## src/rtl/pixel_scan_feeder.sv

```systemverilog
// rtl/pixel_scan_feeder.sv - raster-order pixel fetcher paced by a run timer or a step button
// Optional feature macro: PIXEL_FEEDER_DEBOUNCE_EN (stable-low debounce on step_n)
module pixel_scan_feeder #(
   parameter int TICK_CYCLES     = 50_000_000,
   parameter int IMG_W           = 160,
   parameter int IMG_H           = 120,
   parameter int ADDR_W          = 15,
   parameter int DEBOUNCE_CYCLES = 1_000_000
) (
   input  logic              clk_50mhz,
   input  logic              rst,
   input  logic              run,
   input  logic              step_n,
   output logic [ADDR_W-1:0] mem_addr,
   output logic              mem_rd_en,
   input  logic [7:0]        mem_data,
   output logic [7:0]        pixel_data_out,
   output logic              new_data_tick,
   output logic [7:0]        pixel_x,
   output logic [7:0]        pixel_y,
   output logic              frame_done
);

   localparam int               CNT_W    = $clog2(TICK_CYCLES);
   localparam logic [CNT_W-1:0] CNT_LAST = CNT_W'(TICK_CYCLES - 1);
   localparam logic [CNT_W-1:0] CNT_PRE  = CNT_W'(TICK_CYCLES - 2);
   localparam logic [7:0]       X_LAST   = 8'(IMG_W - 1);
   localparam logic [7:0]       Y_LAST   = 8'(IMG_H - 1);

   if (TICK_CYCLES < 4 || DEBOUNCE_CYCLES < 1) begin : g_bad_params
      $error("pixel_scan_feeder: TICK_CYCLES must be >= 4 and DEBOUNCE_CYCLES >= 1");
   end

   typedef enum logic [1:0] {IDLE, READ, CAPTURE} state_t;

   state_t            state;
   state_t            state_next;
   logic [CNT_W-1:0]  period_cnt;
   logic [7:0]        scan_x;
   logic [7:0]        scan_y;
   logic [ADDR_W-1:0] scan_addr;
   logic              sync_1;
   logic              sync_2;
   logic [1:0]        warm;
   logic              armed;
   logic              press;
   logic              auto_due;
   logic              last_pixel;

   // two-flop synchronizer for the raw button, preset to the released level
   always_ff @(posedge clk_50mhz or posedge rst) begin
      if (rst) begin
         sync_1 <= 1'b1;
         sync_2 <= 1'b1;
      end else begin
         sync_1 <= step_n;
         sync_2 <= sync_1;
      end
   end

   // arm press detection only after the synchronizer has shown a real released level,
   // so a button held through reset cannot masquerade as a press
   always_ff @(posedge clk_50mhz or posedge rst) begin
      if (rst) begin
         warm  <= 2'b00;
         armed <= 1'b0;
      end else begin
         warm  <= {warm[0], 1'b1};
         armed <= armed | (warm[1] & sync_2);
      end
   end

`ifdef PIXEL_FEEDER_DEBOUNCE_EN
   localparam int               DEB_W    = $clog2(DEBOUNCE_CYCLES + 1);
   localparam logic [DEB_W-1:0] DEB_FULL = DEB_W'(DEBOUNCE_CYCLES);
   localparam logic [DEB_W-1:0] DEB_HIT  = DEB_W'(DEBOUNCE_CYCLES - 1);

   logic [DEB_W-1:0] low_cnt;

   // count consecutive low cycles, saturating so one low period yields one press
   always_ff @(posedge clk_50mhz or posedge rst) begin
      if (rst) begin
         low_cnt <= '0;
      end else if (sync_2) begin
         low_cnt <= '0;
      end else if (low_cnt != DEB_FULL) begin
         low_cnt <= low_cnt + DEB_W'(1);
      end
   end

   assign press = armed && !sync_2 && (low_cnt == DEB_HIT);
`else
   logic sync_prev;

   // previous synchronized level for falling-edge detection
   always_ff @(posedge clk_50mhz or posedge rst) begin
      if (rst) begin
         sync_prev <= 1'b1;
      end else begin
         sync_prev <= sync_2;
      end
   end

   assign press = armed && sync_prev && !sync_2;
`endif

   // free-running period counter while run is high, parked at zero otherwise
   always_ff @(posedge clk_50mhz or posedge rst) begin
      if (rst) begin
         period_cnt <= '0;
      end else if (!run || period_cnt == CNT_LAST) begin
         period_cnt <= '0;
      end else begin
         period_cnt <= period_cnt + CNT_W'(1);
      end
   end

   // READ is entered on the same edge the counter reaches its last value
   assign auto_due   = run && (period_cnt == CNT_PRE);
   assign last_pixel = (scan_x == X_LAST) && (scan_y == Y_LAST);
   assign mem_addr   = scan_addr;

   // fetch state register
   always_ff @(posedge clk_50mhz or posedge rst) begin
      if (rst) begin
         state <= IDLE;
      end else begin
         state <= state_next;
      end
   end

   // fetch sequencing; presses outside IDLE or while running are dropped
   always_comb begin
      state_next = state;
      mem_rd_en  = 1'b0;
      case (state)
         IDLE: begin
            if (auto_due || (!run && press)) begin
               state_next = READ;
            end
         end
         READ: begin
            mem_rd_en  = 1'b1;
            state_next = CAPTURE;
         end
         CAPTURE: begin
            state_next = IDLE;
         end
         default: begin
            state_next = IDLE;
         end
      endcase
   end

   // capture the returned pixel, publish its coordinates, then advance the raster position
   always_ff @(posedge clk_50mhz or posedge rst) begin
      if (rst) begin
         scan_x         <= 8'd0;
         scan_y         <= 8'd0;
         scan_addr      <= '0;
         pixel_data_out <= 8'd0;
         pixel_x        <= 8'd0;
         pixel_y        <= 8'd0;
         new_data_tick  <= 1'b0;
         frame_done     <= 1'b0;
      end else begin
         new_data_tick <= (state == CAPTURE);
         frame_done    <= (state == CAPTURE) && last_pixel;
         if (state == CAPTURE) begin
            pixel_data_out <= mem_data;
            pixel_x        <= scan_x;
            pixel_y        <= scan_y;
            if (last_pixel) begin
               scan_x    <= 8'd0;
               scan_y    <= 8'd0;
               scan_addr <= '0;
            end else if (scan_x == X_LAST) begin
               scan_x    <= 8'd0;
               scan_y    <= scan_y + 8'd1;
               scan_addr <= scan_addr + ADDR_W'(1);
            end else begin
               scan_x    <= scan_x + 8'd1;
               scan_addr <= scan_addr + ADDR_W'(1);
            end
         end
      end
   end

endmodule

```

## config.mk

```make
export PLATFORM = sky130hd
export DESIGN_NAME = pixel_scan_feeder
export DESIGN_NICKNAME = d
export VERILOG_FILES = /design/src/rtl/pixel_scan_feeder.sv
export SDC_FILE = /design/constraint.sdc
export NUM_CORES = 1
export LEC_CHECK = 0
export ABC_AREA = 1
export BUFFER_PORTS_ARGS = -buffer_cell sky130_fd_sc_hd__buf_2
export CAP_MARGIN = 15
export CORE_MARGIN = 2
export CORE_UTILIZATION = 34
export CTS_BUF_LIST = sky130_fd_sc_hd__clkbuf_8
export DETAILED_ROUTE_END_ITERATION = 6
export SYNTH_ARGS = -nofsm -noshare
export SYNTH_HDL_FRONTEND = slang
export SYNTH_SLANG_ARGS = --single-unit
```

## constraint.sdc

```tcl
create_clock -name clk_50mhz -period 3.8 [get_ports clk_50mhz]
set_input_delay 0.76 -clock clk_50mhz [delete_from_list [all_inputs] [get_ports clk_50mhz]]
set_output_delay 0.76 -clock clk_50mhz [all_outputs]
set_load 0.005 [all_outputs]
```

==> results of run 1 <==
kinds of logic after synthesis:
logic type | Yosys count | synth area share (%)
DFF | 91 | 49.7
other | 1 | 0.0818
AOI/OAI and AO/OA | 34 | 3.98
buffers and inverters | 73 | 6.57
and+or+nand+nor | 364 | 34.0
adders and majority gates | 6 | 1.64
xor gates and xnor gates | 21 | 4.01
sequential cells by signal (all words and copies together), names as in the netlist, 2 cells and up:
name            count
scan_x              8
warm                2
mem_addr           15
state               2
pixel_x             8
pixel_data_out      8
pixel_y             8
period_cnt         26
scan_y              8
layer usage:
layer / share of wire [%] / up-vias
met5: 0 / -
met4: 0.84 / 0
met3: 3.9 / 7
met2: 48 / 74
met1: 47 / 1838
li1: - / 1945
path summary, 6_finish.rpt:
path / from / endpoint / slack [ns] / cells past startpoint
worst min-delay path: warm[0] / warm[1] / 0.36 / 0
worst max-delay path: state[0] / mem_addr[5] / 1.86 / 6
max in group asynchronous: rst / sync_2 / 2.38 / 3
worst max register to register: state[0] / mem_addr[5] / 1.86 / 6
worst min register to register: warm[0] / warm[1] / 0.36 / 0
min in group asynchronous: rst / period_cnt[3] / 0.55 / 2
synth_stat cells, types with 6 or more instances:
cell	number
nor3_1	8
nand2_1	176
nor2_1	104
inv_1	61
xor2_1	15
nand3_1	41
dfrtp_1	88
ha_1	6
nand4_1	12
o21ai_0	22
a21oi_1	6
xnor2_1	6
worst reg2reg max path, delay by kind of cell (launching register included):
family	cells	cell delay, ns
and+or+nand+nor	4	1.28
buffers and inverters	2	0.14
DFF	1	0.41
final cells by class:
class / count / area, µm²
tap: 176 / 220
inverter: 63 / 238
clock inverter: 7 / 76.3
sequential: 91 / 2280
timing repair buffer: 56 / 288
clock buffer: 9 / 124
multi-input combinational: 426 / 2000
fill: 1322 / 7960
power by group:
part           switching (W)  internal (W)
clock               0.000351      0.000307
sequential         0.0000699       0.00104
combinational       0.000124     0.0000906
stage by stage:
| step | setup WS [ns] | cells | utilization, % |
|---|---|---|---|
| after floorplan | 0.681 | 590 | - |
| after global placement | 1.89 | 812 | 38.1 |
| after detailed placement | 1.84 | 812 | 38.1 |
| after CTS | 1.83 | 828 | 39.7 |
| after global routing | 1.65 | 828 | 39.7 |
| final | 1.86 | 828 | 39.7 |
==> flow_summary.toml, run 1 <==
[sta]
report.final.slew_viol_count = 0
fin_crit_period_ns = 1.94
final_critical_path_share_of_the_clock_period_pct = 51.1
rsz0062_at_grt = "no"
whs_ns = 0.358
timing.max_slew.rel_slack_pct = 40.3
max_slew.worst_pin.slew_ns = 0.895
fmax_ghz = 0.515
setup-violations-final = 0
skew_ns = 0.0131
finalSetupTns_ns = 0
finalHoldViolations = 0

[pwr]
p_per_area_mw_per_mm2 = 380
power_w = 0.00199
static-leakage-power_nw = 2.49
vdd_ir_drop_max_v = 0.000251

[min_path]
holdCritPathClass = "flop to flop"

[global_route]
global_route.overflow_total = 0
grt_use_met3_pct = 3.23
wire_length_of_the_first_global_routing_pass_um = 18200
global_route.usage.total_pct = 15.6
grt_pass1_vias = 3887
met1_usage_pct = 20.8
global_route.peak_usage_layer = "met2"
gr_met2_demand_resource_pct = 25.6
grt_antenna_before_repair = 0
grt_start_max_net_pins = 52

[floorplan]
initial_utilization_pct = 34.8
die_w_um = 120
die_area_mm2 = 0.0144
io_pins = 54
die_h_um = 120
core_mm2 = 0.0132
row_count = 42

[logic_synthesis]
ys_top_cells_by_area = "dfrtp_1 (48%), nand2_1 (14%), nor2_1 (8.5%)"
post_synthesis_net_count = 608
yosysWarningCount = 0
yosys.area.top_type_share_pct = 48.0
ys_async_sr_fraction_pct = 100
yosysSeqAreaShare_pct = 49.7
synth_top_flop_cell = "dfrtp_1"
synth_top_cell_by_area = "dfrtp_1"
synth_edf_count = 0
synth.ff_latch_count = 91
mappedNetlistArea_mm2 = 0.00459
post_synth_inst_count = 590
syn_avg_cell_area_um2 = 7.77
yosysUniqueCellTypes = 32

[critical_path]
timing.critical_path.required_ns = 4.05
worst-endpoint-arrival_ns = 2.20
cp_cell_sequence = "inv_2 > nand2_2 > nor3_4 > nand2_2 > nand3_1 > inv_1"
start_kind = "flop"
slowest_cell_delay_on_critical_path_ns = 0.54
critical-path-top-delay-family = "simple AND/OR/NAND/NOR gates"
critical_path.n_buffers_inverters = 2
end_kind = "flop"
path_common_cell = "nand2_2"
class_of_the_most_critical_setup_path = "flop to flop"
critical_path_peak_fanout = 46
worst_path_max_delay_cell = "nor3_4"

[cells_and_area]
finalInstanceArea_mm2 = 0.00523
final_cell_mix = "nand2_1 (176), nor2_1 (104), dfrtp_1 (88), inv_1 (60), buf_2 (53)"
layout_commonest_cell = "nand2_1"
final_nets = 665
diodes = 0
post_route_cells_drive_above_1_share_pct = 14.7
flow.area_growth_from_synthesis_pct = 14.0

[outcome]
status = "finished clean"

[placed_design]
dp_hpwl_um = 7590
numPortBuffers = 53
finalWeightedCongestion = 0.865
post_dp_cell_area_mm2 = 0.00503

[drt]
via_per_inst = 4.67
drc_errors = 0
routed_wire_length_per_instance_um = 12.5
detailedRoute.firstPassIterationCount = 4
first_iter_violations = 214
detailed_route_via_count = 3864
detail-route-antenna-nets = 0
wirelength_um = 10300

[clock_network]
cts_max_level = 3
root_buffer = "clkbuf_8"
cts_tree = "yes"
clock_path_buffers = 2
post-cts-setup-buffer-count = 0
clkLatencyLatePin_ns = 0.36
cts.sinks = 91
cts-hold-fix-buffers = 0
cts_repair_resize_count = 0
clock_pin_slew_on_the_worst_setup_and_hold_paths_ns = 0.09
cts_inserted_buffers = 9

[flow_run]
drv.max_cap_violation_count = 0
Power figures use the tool's default switching activity.
==> run 2, diff against run 1 <==
==> constraint.sdc (replaced) <==
create_clock -name clk_50mhz -period 1.9 [get_ports clk_50mhz]
set_input_delay 0.38 -clock clk_50mhz [delete_from_list [all_inputs] [get_ports clk_50mhz]]
set_output_delay 0.38 -clock clk_50mhz [all_outputs]
set_load 0.005 [all_outputs]
==> flow_summary.toml, run 2 (synthesized netlist as in run 1, its figures left out) <==
[floorplan]
initial_utilization_pct = 34.8
die_w_um = 120
io_pins = 54
die_h_um = 120
core_mm2 = 0.0132
row_count = 42
die_area_mm2 = 0.0144

[clock_network]
cts.sinks = 91
post-cts-setup-buffer-count = 0
cts_repair_resize_count = 0
cts-hold-fix-buffers = 0
clock_pin_slew_on_the_worst_setup_and_hold_paths_ns = 0.10
clock_path_buffers = 2
clkLatencyLatePin_ns = 0.37
cts_tree = "yes"
root_buffer = "clkbuf_8"
cts_max_level = 3
cts_inserted_buffers = 9

[cells_and_area]
largest_register_ffs = 26
fillerInstances = 1362
final_nets = 669
registers.top_by_ff_count = "period_cnt"
post_route_cells_drive_above_1_share_pct = 15.1
flow.area_growth_from_synthesis_pct = 15.5
layout_commonest_cell = "nand2_1"
diodes = 0
final_standard_cell_count_with_taps_included_and_fillers_excluded = 832
final_cell_mix = "nand2_1 (176), nor2_1 (104), dfrtp_1 (88), inv_1 (61), buf_2 (53)"

[drt]
highest_layer = "met4"
first_iter_violations = 201
routed_wire_length_per_instance_um = 12.3
wirelength_um = 10200
detailed_route_via_count = 3881
detail_route.wirelength.met1_um = 5070
route.met3.wl_um = 347
via_per_inst = 4.66
detail-route-antenna-nets = 0
detailedRoute.firstPassIterationCount = 7
drc_errors = 0
wl_met2_um = 4650

[critical_path]
end_kind = "flop"
reg2regPathDepth = 8
r2r-start = "scan_y[1]"
start_kind = "flop"
crit-reg2reg-capture = "mem_addr[12]"
r2r_setup_slack_ns = 0.25
critical_path_peak_fanout = 8
worst-endpoint-arrival_ns = 1.90
timing.critical_path.required_ns = 2.15
class_of_the_most_critical_setup_path = "flop to flop"

[global_route]
wire_length_of_the_first_global_routing_pass_um = 17600
grt_pass1_vias = 3733
global_route.usage.total_pct = 15.2
global_route.overflow_total = 0
grt_start_max_net_pins = 39
grt_antenna_before_repair = 0

[min_path]
holdCritPathClass = "input pin to asynchronous set/reset pin"

[sta]
fin_crit_period_ns = 1.65
setup-violations-final = 0
report.final.slew_viol_count = 0
fmax_ghz = 0.608
rsz0062_at_grt = "no"
finalSetupTns_ns = 0
finalHoldViolations = 0
skew_ns = 0.0130
final_critical_path_share_of_the_clock_period_pct = 86.6
layout_setup_ws_ns = 0.255

[pwr]
combinationalPowerShare_pct = 10.9
p_sw_w = 0.00111
internal-power_w = 0.00289
p_sw_share_pct = 27.7
vdd_ir_drop_max_v = 0.000506
power_frac_seq_pct = 55.4
p_per_area_mw_per_mm2 = 755
static-leakage-power_nw = 2.52
pwr-share-clk_pct = 33.7

[placed_design]
finalWeightedCongestion = 0.903
dp_hpwl_um = 7660
dp.cells = 816
dpl_worst_slack_ns = 0.297
numPortBuffers = 53

[outcome]
status = "finished clean"

[flow_run]
drv.max_cap_violation_count = 0
[run 2: how the worst max path moves through the flow]
stage / slack, ns / cells after the start / from / to
final: 0.25 / 8 / scan_y[1] / mem_addr[12]
after global routing: 0.09 / 8 / scan_y[1] / scan_y[0]
after CTS: 0.27 / 8 / scan_y[1] / scan_y[0]
after detailed placement: 0.30 / 8 / scan_y[1] / mem_addr[12]
after global placement: 0.27 / 8 / scan_y[0] / scan_y[0]
after floorplan: 0.46 / 1 / rst / armed
[run 2: final cells by class]
class	instances	area, µm²	share of cell area (%)
timing repair buffer	60	355	6.70
clock inverter	7	75.1	1.42
inverter	63	240	4.53
tap	176	220	4.15
clock buffer	9	124	2.34
sequential	91	2280	43.0
multi-input combinational	426	2000	37.8
[run 2: worst max-delay path, cell delays in order (launching register included)]
cell and delay, ns:
dfrtp_1 0.38, ha_1 0.25, nand2_1 0.09, inv_1 0.06, nand2_1 0.06, nor2_2 0.19, nand2_1 0.26, nand4_1 0.17
nand2_1 0.07
[run 2: power groups by stage]
| stage | clock network, W | registers [W] | logic (W) |
|---|---|---|---|
| after floorplan | 0 | 0.00224 | 0.000240 |
| after global placement | 0 | 0.00225 | 0.000445 |
| after detailed placement | 0 | 0.00225 | 0.000450 |
| after CTS | 0.00139 | 0.00222 | 0.000451 |
| after global routing | 0.00148 | 0.00224 | 0.000511 |
| final | 0.00135 | 0.00222 | 0.000438 |
[run 2: layer usage]
layer | vias to the layer above | global-route usage, %
met5 | - | 0
met4 | 0 | 4.85
met3 | 10 | 3.47
met2 | 66 | 24.3
met1 | 1843 | 20.5
li1 | 1962 | -
[run 2: stage by stage]
| step | total power [W] | utilization [%] | instance area [µm²] | hold slack [ns] |
|---|---|---|---|---|
| floorplan | 0.00248 | - | 4590 | 0.331 |
| global placement | 0.00269 | 38.7 | 5100 | 0.335 |
| detailed placement | 0.00270 | 38.7 | 5100 | 0.344 |
| CTS | 0.00406 | 40.2 | 5300 | 0.00902 |
| global route | 0.00423 | 40.2 | 5300 | 0.00675 |
| finish | 0.00400 | 40.2 | 5300 | 0.0136 |
